[config.mk]
export PLATFORM = sky130hd
export DESIGN_NAME = fetch_unit
export DESIGN_NICKNAME = d
export VERILOG_FILES = /design/src/rtl/fetch_unit_pkg.sv /design/src/rtl/fetch_unit_if_id_reg.sv /design/src/rtl/fetch_unit.sv
export SDC_FILE = /design/constraint.sdc
export NUM_CORES = 1
export LEC_CHECK = 0
export CAP_MARGIN = 20
export CORE_ASPECT_RATIO = 0.7
export CORE_MARGIN = 5
export CORE_UTILIZATION = 44
export CTS_CLUSTER_DIAMETER = 60
export DETAILED_ROUTE_END_ITERATION = 8
export PLACE_DENSITY_LB_ADDON = 0.15
export SLEW_MARGIN = 20
export SYNTH_ARGS = -nofsm -noshare
export SYNTH_HDL_FRONTEND = slang
export SYNTH_SLANG_ARGS = --single-unit
[constraint.sdc]
create_clock -name clk -period 4.55 [get_ports clk]
set_input_delay 0.455 -clock clk [delete_from_list [all_inputs] [get_ports clk]]
set_output_delay 0.455 -clock clk [all_outputs]
set_load 0.01 [all_outputs]
[src/rtl/fetch_unit_pkg.sv]
// fetch_unit_pkg: shared width, bubble instruction and fetch state encoding
package fetch_unit_pkg;
  localparam int XLEN = 32;
  localparam logic [XLEN-1:0] NOP_DEFAULT = 32'h0000_0000;
  typedef enum logic [1:0] {BOOT = 2'd0, RUN = 2'd1, HALT = 2'd2} state_t;
endpackage

[src/rtl/fetch_unit_if_id_reg.sv]
// fetch_unit_if_id_reg: IF/ID register (instr/pc in; hold freezes, bubble inserts NOP_WORD and clears id_valid, bubble wins)
module fetch_unit_if_id_reg import fetch_unit_pkg::*; #(
  parameter logic [XLEN-1:0] NOP_WORD = NOP_DEFAULT
) (
  input  logic            clk,
  input  logic            reset,
  input  logic            hold,
  input  logic            bubble,
  input  logic [XLEN-1:0] instr,
  input  logic [XLEN-1:0] pc,
  output logic [XLEN-1:0] id_instr,
  output logic [XLEN-1:0] id_pc,
  output logic [XLEN-1:0] id_pc_plus1,
  output logic            id_valid
);
  always_ff @(posedge clk or posedge reset)
    if (reset) begin
      id_instr    <= NOP_WORD;
      id_pc       <= '0;
      id_pc_plus1 <= '0;
      id_valid    <= 1'b0;
    end else if (bubble) begin
      id_instr <= NOP_WORD;
      id_valid <= 1'b0;
    end else if (!hold) begin
      id_instr    <= instr;
      id_pc       <= pc;
      id_pc_plus1 <= pc + 1'b1;
      id_valid    <= 1'b1;
    end
endmodule

[src/rtl/fetch_unit.sv]
// fetch_unit: PC, next-PC mux, fetch-fault check and BOOT/RUN/HALT control driving imem_addr and the IF/ID register
module fetch_unit import fetch_unit_pkg::*; #(
  parameter logic [XLEN-1:0] RESET_PC  = '0,
  parameter int unsigned     MEM_DEPTH = 256,
  parameter logic [XLEN-1:0] NOP_WORD  = NOP_DEFAULT
) (
  input  logic            clk,
  input  logic            reset,
  input  logic            stall,
  input  logic            flush,
  input  logic            branch_taken,
  input  logic [XLEN-1:0] branch_target,
  input  logic            jump,
  input  logic [XLEN-1:0] jump_target,
  output logic [XLEN-1:0] imem_addr,
  input  logic [XLEN-1:0] imem_instr,
  output logic [XLEN-1:0] id_instr,
  output logic [XLEN-1:0] id_pc,
  output logic [XLEN-1:0] id_pc_plus1,
  output logic            id_valid,
  output logic            fault
);
  state_t state, state_nxt;
  logic [XLEN-1:0] pc, pc_nxt;
  logic run, flt, bubble, hold;
  assign run       = state == RUN;
  assign flt       = pc >= XLEN'(MEM_DEPTH);
  assign imem_addr = pc;
  assign fault     = state == HALT;
  always_ff @(posedge clk or posedge reset)
    if (reset) begin
      state <= BOOT;
      pc    <= RESET_PC;
    end else begin
      state <= state_nxt;
      pc    <= pc_nxt;
    end
  always_comb begin
    state_nxt = state == BOOT ? RUN : (run && flt) ? HALT : state;
    pc_nxt    = (!run || flt) ? pc : branch_taken ? branch_target : jump ? jump_target : stall ? pc : pc + 1'b1;
    bubble    = run && (flt || branch_taken || jump || flush);
    hold      = !run || stall;
  end
  fetch_unit_if_id_reg #(.NOP_WORD(NOP_WORD)) u_if_id (
    .clk(clk), .reset(reset), .hold(hold), .bubble(bubble),
    .instr(imem_instr), .pc(pc),
    .id_instr(id_instr), .id_pc(id_pc), .id_pc_plus1(id_pc_plus1), .id_valid(id_valid)
  );
endmodule

==> impl_summary.md, run 1 <==
Run status
The run finished with clean final reports.

CTS
In this run the clock root is driven by a sky130_fd_sc_hd__clkbuf_16. CTS built an H-tree with a depth of 4. The clock-pin slew on the worst setup and hold paths is 70 ps.

The number of instances resized during post-cts repair is 0. The number of buffers added by the clock tree synthesis step is 17. The largest buffer count on any clock path is 2. The clock net in this run drives a total of 131 sinks. For the worst-skew pair, the clock arrives at the later sink with an insertion delay of 410 ps. The number of hold buffers added after CTS is 0. The post-CTS setup buffer count is 0. The TritonCTS clock tree is built.

Timing
The count of final max-slew check failures is 0. Adding up every negative setup slack in the final design gives 0 ps. The worst slew slack as a fraction of its limit is 38.3%. For this run, the top clock speed supported by timing is 0.299 GHz. Setup violations remaining at the end of the flow were counted as 0. For the pin with the worst max-slew slack, the measured transition is 924 ps. The count of final hold-check violations is 0.

Setup repair after global routing left no endpoint under its margin. Final hold analysis gives a worst-case slack of 489 ps. In the finished design, the share of the clock period the worst path needs comes to 73.5%.

Clock skew on the completed layout was measured at 12.0 ps. The routed design could run at a clock period as short as 3340 ps.

Critical path
The kind of end point of the critical path is a register. The kind of start point of the critical path is a register. The worst-path maximum fanout is 52. The worst setup path is of the register to register kind. The critical path arrival is 3680 ps. The required time at the worst-slack endpoint is 4890 ps.

Run
The tool flagged a number of max-cap violations equal to 0.

Place
The placed instance count is 883. The estimated wirelength of the detail-placed design is 12,700 um. Routability-driven placement finished with a final weighted congestion of 0.897. The number of port buffers is 231.

Logic synthesis
Counting every net in the synthesized netlist gives 615. The most used flip-flop cell after synthesis is sky130_fd_sc_hd__dfrtp_1. The fraction of the mapped netlist area in compound gates is 17.9%. Yosys mapped a number of flops with a built-in enable equal to 0. After synthesis, the largest family of logic cells by area is compound AO/OA/AOI/OAI gates. The synthesized area is 5770 um2.

The synthesized netlist devotes 15.3% of its cell area to simple gates. Of the total synthesized cell area, the portion taken by XOR and XNOR cells is 1.67%. The count of mapped cells out of synthesis is 511. In this run, synthesis produced a sequential element count of 131. The portion of synthesized area spent on multiplexers is 4.57%.

The number of distinct library cell variants in the gate-level netlist after synthesis is 57. Summing the areas of all fa, ha and maj instances in the mapped netlist gives 0.433% of the synthesized area. The sequential fraction of the synthesis area is 56.8%.

During synthesis, Yosys emitted a total of 0 warnings. The share of flip-flops with an asynchronous set or reset is 100%. Dividing the synthesized area by the synthesized cell count gives 11.3 um2.

Worst hold path
The worst min-delay path category is register to register.

Drt
The post-route antenna net violation count is 0. The number of DRC violations after detailed routing is 0. The number of vias per cell after detailed routing is 5.50. The initial detailed-routing violation count is 242. The final layout contains routed wiring with a total length of 17,900 um. The wire length per cell is 19.6 um. The detailed-router iteration count before antenna repair is 4. Across all layers, the routed design uses 5,030 vias.

GRT
The first global-routing pass estimated 28,500 um of wire. The number of antenna violations at the first check in global routing was 0. For this run, the total global-route usage over all layers was measured as 23.0%.

The global-route congestion overflow total is 0. Entering global routing, the biggest net connects 86 pins. The number of global-route vias before repair is 5,195.

Floorplan
The count of boundary I/O pins is 232. The die covers 15,600 um2. The starting density of the core is 44.4%. The initialized floorplan defines 35 standard-cell rows. In this run the standard cell core region covers 13,000 um2. From bottom edge to top edge, the die measures 106 um. From left edge to right edge, the die measures 147 um.

Layout
The fraction of layout instances using a drive strength above 1 is 9.48%. The post-synthesis to final-layout area growth is 52.7%. The post-route core utilization is 67.8%. The most frequent standard cell in the layout excluding fill and tap cells is sky130_fd_sc_hd__clkdlybuf4s50_1. The final cell count without fillers is 915. The count of antenna diodes in the layout is 0. The number of filler cells placed in the layout is 974. The final layout contains 840 nets. The library cells used most frequently in the layout, excluding fill and tap cells, are sky130_fd_sc_hd__clkdlybuf4s50_1, sky130_fd_sc_hd__dfrtp_1, sky130_fd_sc_hd__nor2b_1.

Power
The total power is 2.86 mW. The ratio of total power to cell area is 325 nW/um2. The worst IR drop on VDD is 269 uV. The leakage power is 3.87 nW.
-- power by group --
| group | switching (mW) | total [mW] | internal, mW | leakage [nW] |
|---|---|---|---|---|
| sequential | 0.0437 | 1.23 | 1.19 | 1.77 |
| clock | 0.537 | 1.35 | 0.815 | 0.279 |
| combinational | 0.121 | 0.279 | 0.158 | 1.83 |
| total | 0.702 | 2.86 | 2.16 | 3.87 |
-- cells by family after synthesis --
logic type / count (synthesis)
AO/OA/AOI/OAI: 147
flip-flops: 131
adder cells (fa/ha/maj): 2
multiplexers: 24
buffers and inverters: 44
XOR/XNOR: 11
AND/OR/NAND/NOR: 152
-- final timing paths --
check | from | to | slack (ps) | cells past startpoint
setup / recovery | imem_addr[8] | u_if_id.id_instr[3] | 1210 | 7
hold / removal | u_if_id.id_valid | u_if_id.id_valid | 490 | 1
setup reg to reg | imem_addr[8] | u_if_id.id_instr[3] | 1210 | 7
hold reg to reg | u_if_id.id_valid | u_if_id.id_valid | 490 | 1
max in group asynchronous | reset | u_if_id.id_pc[7] | 3120 | 3
min in group asynchronous | reset | u_if_id.id_pc_plus1[30] | 570 | 2
-- sequential cells by signal (all words and copies together) (netlist names) --
register             flops
u_if_id.id_pc           32
imem_addr               32
u_if_id.id_valid         1
u_if_id.id_instr        32
state                    2
u_if_id.id_pc_plus1     32
-- cell type report --
class	count	area [um2]	share of cell area, %
inverters	9	38.8	0.440
flip-flops and latches	131	3280	37.2
clock buffers	18	429	4.87
clock inverters	14	153	1.73
well taps	166	208	2.36
multi-input cells	336	2330	26.4
repair buffers	241	2380	27.0
-- per-stage QoR --
| step | setup WS, ps | area, um2 |
|---|---|---|
| 5_1_grt | 892 | 8820 |
| 6_report | 1210 | 8820 |
| 4_1_cts | 1210 | 8810 |
| 3_5_place_dp | 1240 | 8230 |
| 3_3_place_gp | 1500 | 8230 |
| 2_1_floorplan | 597 | 5770 |
-- worst max-delay path, cell delays in order, from the launching register on --
cell,delay (ps)
sky130_fd_sc_hd__dfrtp_1,460
sky130_fd_sc_hd__nor4_1,630
sky130_fd_sc_hd__nand4_1,320
sky130_fd_sc_hd__or2_1,390
sky130_fd_sc_hd__nor4b_4,220
sky130_fd_sc_hd__buf_4,470
sky130_fd_sc_hd__buf_4,530
sky130_fd_sc_hd__a22o_1,220
-- cells in the mapped netlist, drive strengths merged (9+ instances only) --
cell    number  share of area [%]
dfrtp      131                 57
nor2b       49                5.3
a21oi       42                3.6
a22o        32                4.9
nand2       26                1.7
clkbuf      25                1.6
mux2        19                3.7
o21ai       14                1.2
buf         10                1.1
nor2        10               0.65
inv          9               0.59
nand2b       9               0.98
nand3        9               0.78
nand4        9                1.1
-- routing by layer --
layer / wire [um] / global-route usage (%) / vias to the layer above
li1: - / - / 2319
met1: 7890 / 31.3 / 2443
met2: 8000 / 34.6 / 239
met3: 1750 / 8.47 / 29
met4: 317 / 7.05 / 0
met5: 0 / 0 / -
Note: power is estimated with default switching activity, not from simulation.
==> inputs of run 2 (changes only) <==
--- a/config.mk
+++ b/config.mk
@@ -8,7 +8,7 @@
 export CAP_MARGIN = 20
 export CORE_ASPECT_RATIO = 0.7
 export CORE_MARGIN = 5
-export CORE_UTILIZATION = 44
+export CORE_UTILIZATION = 39
 export CTS_CLUSTER_DIAMETER = 60
 export DETAILED_ROUTE_END_ITERATION = 8
 export PLACE_DENSITY_LB_ADDON = 0.15
==> constraint.sdc (replaced) <==
create_clock -name clk -period 2.74 [get_ports clk]
set_input_delay 0.274 -clock clk [delete_from_list [all_inputs] [get_ports clk]]
set_output_delay 0.274 -clock clk [all_outputs]
set_load 0.01 [all_outputs]
==> run 2 against run 1 <==
Against the previous run:
- clock power up 75%
- sequential share of layout area is 0.94 points lower
- first-iteration DRC count rose by 77%
- register-to-register slack worse by 1000 ps
- design area increased by 2.6%
- maximum frequency increased by 32%
- hold slack worse by 130 ps
- utilization decreased by 6.0 points
- flip-flop and latch count unchanged
- clock-buffer cell count unchanged
- final cell count up 4.7%
- global-route usage fell by 2.2 points
==> impl_summary.md, run 2 (synthesis results as in run 1) <==
Floorplan
The placeable core region is 14,600 um2 (+12%). The number of standard-cell rows in the floorplan is 37 (+5.7%). The horizontal extent of the die is 155 um (+5.8%). The count of boundary I/O pins is 232 (unchanged). The y dimension of the die is 112 um (+5.6%).

The starting density of the core is 39.5% (-4.9 points). The area of the die is 17,400 um2 (+12%).

Layout
The count of antenna diodes in the layout is 0 (unchanged). The post-synthesis to final-layout area growth is 56.6%. In the layout the commonest cells are sky130_fd_sc_hd__clkdlybuf4s50_1, sky130_fd_sc_hd__dfrtp_1, sky130_fd_sc_hd__nor2b_1.

The fraction of layout instances using a drive strength above 1 is 11.3% (+1.8 points). The total number of nets in the final design is 855 (+1.8%). The most frequent standard cell in the layout excluding fill and tap cells is sky130_fd_sc_hd__clkdlybuf4s50_1. The summed area of non-filler cells in the final layout came to 9040 um2 (+2.6%).

GRT
The global-route congestion overflow total came to 0 (unchanged). The global-route wire length before repair came to 28,900 um (+1.3%). The number of global-route vias before repair was 5,171 (-0.46%). The maximum number of pins on one net before global-route repair came to 77 (-10%). The number of antenna violations at the first check in global routing is 0 (unchanged). The global router's overall resource usage was 20.9% (-2.2 points).

Power
The leakage power came to 3.97 nW (+2.6%). The ratio of total power to cell area is 540 nW/um2 (+66%). The worst IR drop on VDD came to 460 uV (+71%).

Timing
The shortest period the worst path allows is 2530 ps (-810 ps). The maximum clock rate was 0.395 GHz (+32%). The total setup violations reported at the end of the flow is 0 (unchanged). The worst-case clock skew is 12.0 ps (-0.0266 ps). The count of final hold-check violations is 0 (unchanged). The worst slew slack as a fraction of its limit is 43.8% (+5.5 points). The ratio of final minimum period to clock period is 92.5% (+19 points).

The summed negative setup slack over all endpoints is 0 ps (unchanged). The slew at the pin closest to its max-slew limit is 841 ps (-83.4 ps). The worst slack on hold paths came to 361 ps (-128 ps). The count of final max-slew check failures is 0 (unchanged). Setup repair after global routing left no endpoint under its margin.

Drt
The post-route antenna net violation count is 0 (unchanged). The detailed-route wire length on metal 1 is 8330 um (+5.7%). The initial detailed-routing violation count is 429 (+77%).

The number of vias per cell after detailed routing is 5.36 (-2.4%). The sum of routed wire length over all layers is 18,400 um (+2.6%). The detailed-router iteration count before antenna repair is 5 (+1). The met2 wire length was 8310 um (+3.9%). The routed wire length on met3 was 1440 um (-18%). The detailed router used layers up to and including met4. The routed via count is 5,138 (+2.1%).

The wire length per cell was 19.2 um (-2.0%). The number of DRC violations after detailed routing was 0 (unchanged).

Place
The post-place instance area is 8430 um2 (+2.4%). The weighted congestion reported at the end of routability-driven placement came to 0.876 (-2.4%). The estimated wirelength of the detail-placed design is 13,500 um (+5.9%). The number of port buffers is 231 (unchanged).

Critical path
The cell family contributing the most delay on the critical path is simple AND/OR/NAND/NOR gates. The number of cells on the critical path came to 7 (unchanged). The cell with the largest stage delay on the worst path is sky130_fd_sc_hd__dfrtp_1. The count of buffering cells on the critical path with inverters included is 2 (unchanged).

The reg2reg setup slack is 210 ps (-1000 ps). The worst-path maximum fanout is 76 (+46%). The kind of start point of the critical path is a register. The largest stage delay on the critical path is 460 ps (-170 ps). The number of cells on the worst reg-to-reg path is 7 (unchanged). The startpoint identified for the worst register-to-register timing path is imem_addr[10]. The signal on the critical path passes through nor4_2 -> nand4_1 -> or2_1 -> nor4b_4 -> buf_12 -> buf_12 -> a22o_1.

The start-to-end type of the worst setup path is register to register. The critical path arrival was 2880 ps (-800 ps). The kind of end point of the critical path is a register.

The worst register-to-register path ends at u_if_id.id_instr[27]. The cell that appears most often on the critical path is sky130_fd_sc_hd__buf_12. The required time at the worst-slack endpoint came to 3080 ps (-1810 ps). The worst setup path startpoint is imem_addr[10].

Worst hold path
In this run the worst hold path is classified as primary input to register. The worst hold path stage count came to 3 (+2). In this run the most critical hold path is launched from branch_taken. The endpoint with the worst hold slack is imem_addr[29].

CTS
The TritonCTS clock tree is built. The clock network latency to the later pin of the worst-skew pair came to 410 ps (about the same). The H-tree level count came to 4 (unchanged). The number of buffers added by the clock tree synthesis step is 17 (unchanged). The clock-pin slew on the worst setup and hold paths is 70 ps (about the same).

The buffer type at the clock tree root is sky130_fd_sc_hd__clkbuf_16. The largest buffer count on any clock path is 2 (unchanged). The clock sink total is 131 (unchanged).

Run status
The flow ran to the end, and the final reports show no timing, DRC or antenna violations.

Run
The number of maximum-capacitance violations came to 0 (unchanged).
-- run 2: changes by cell type in the layout (fill, tap and decap cells not counted), moves of 2 or more --
cell / delta
sky130_fd_sc_hd__buf_4: +11
sky130_fd_sc_hd__buf_12: +4
sky130_fd_sc_hd__clkinv_4: +2
sky130_fd_sc_hd__clkinv_2: -2
-- run 2: through the flow --
stage               setup WS, ps  utilization, %  std cells  total power [mW]
floorplan                    522               -        511              2.24
global placement             192            57.6        927              2.55
detailed placement           107            57.6        927              2.56
CTS                         80.4            61.8        958              4.93
global route                20.0            61.8        958              5.07
finish                       206            61.8        958              4.88
-- run 2: worst max path at each step --
stage	end	slack (ps)
floorplan	u_if_id.id_pc[0]	520
global placement	u_if_id.id_instr[25]	190
detailed placement	u_if_id.id_instr[27]	110
CTS	u_if_id.id_instr[31]	80
global route	u_if_id.id_instr[0]	20
finish	u_if_id.id_instr[27]	210
-- run 2: cell type report --
class,instances,area (um2)
Clock buffer,18,439
Clock inverter,13,173
Fill cell,1195,5580
Inverter,9,37.5
Multi-Input combinational cell,336,2330
Sequential cell,131,3280
Tap cell,195,244
Timing Repair Buffer,256,2540
-- run 2: metal layers --
layer  global-route usage (%)  vias to the layer above
met5                        0                        -
met2                     30.8                      220
met4                     6.76                        0
met1                     30.1                     2530
met3                     5.36                       26
li1                         -                     2362
-- run 2: power by group --
part	switching (mW)	internal (mW)	leakage, nW
clock	0.890	1.47	0.298
combinational	0.214	0.274	1.91
sequential	0.0650	1.97	1.77
total	1.17	3.72	3.97
-- run 2: what timing repair did --
item | CTS | global route
hold buffers | 0 | 0
setup endpoints to repair | 0 | 69
setup buffers | 0 | 0
endpoints found under the hold margin | 0 | 0
gates resized for setup | 0 | 1
-- run 2: worst register-to-register path, delay by kind of cell, from the launching register on --
kind	cells	cell delay, ps
AO/OA/AOI/OAI	1	230
buffers and inverters	2	530
flip-flops	1	460
AND/OR/NAND/NOR	4	1240
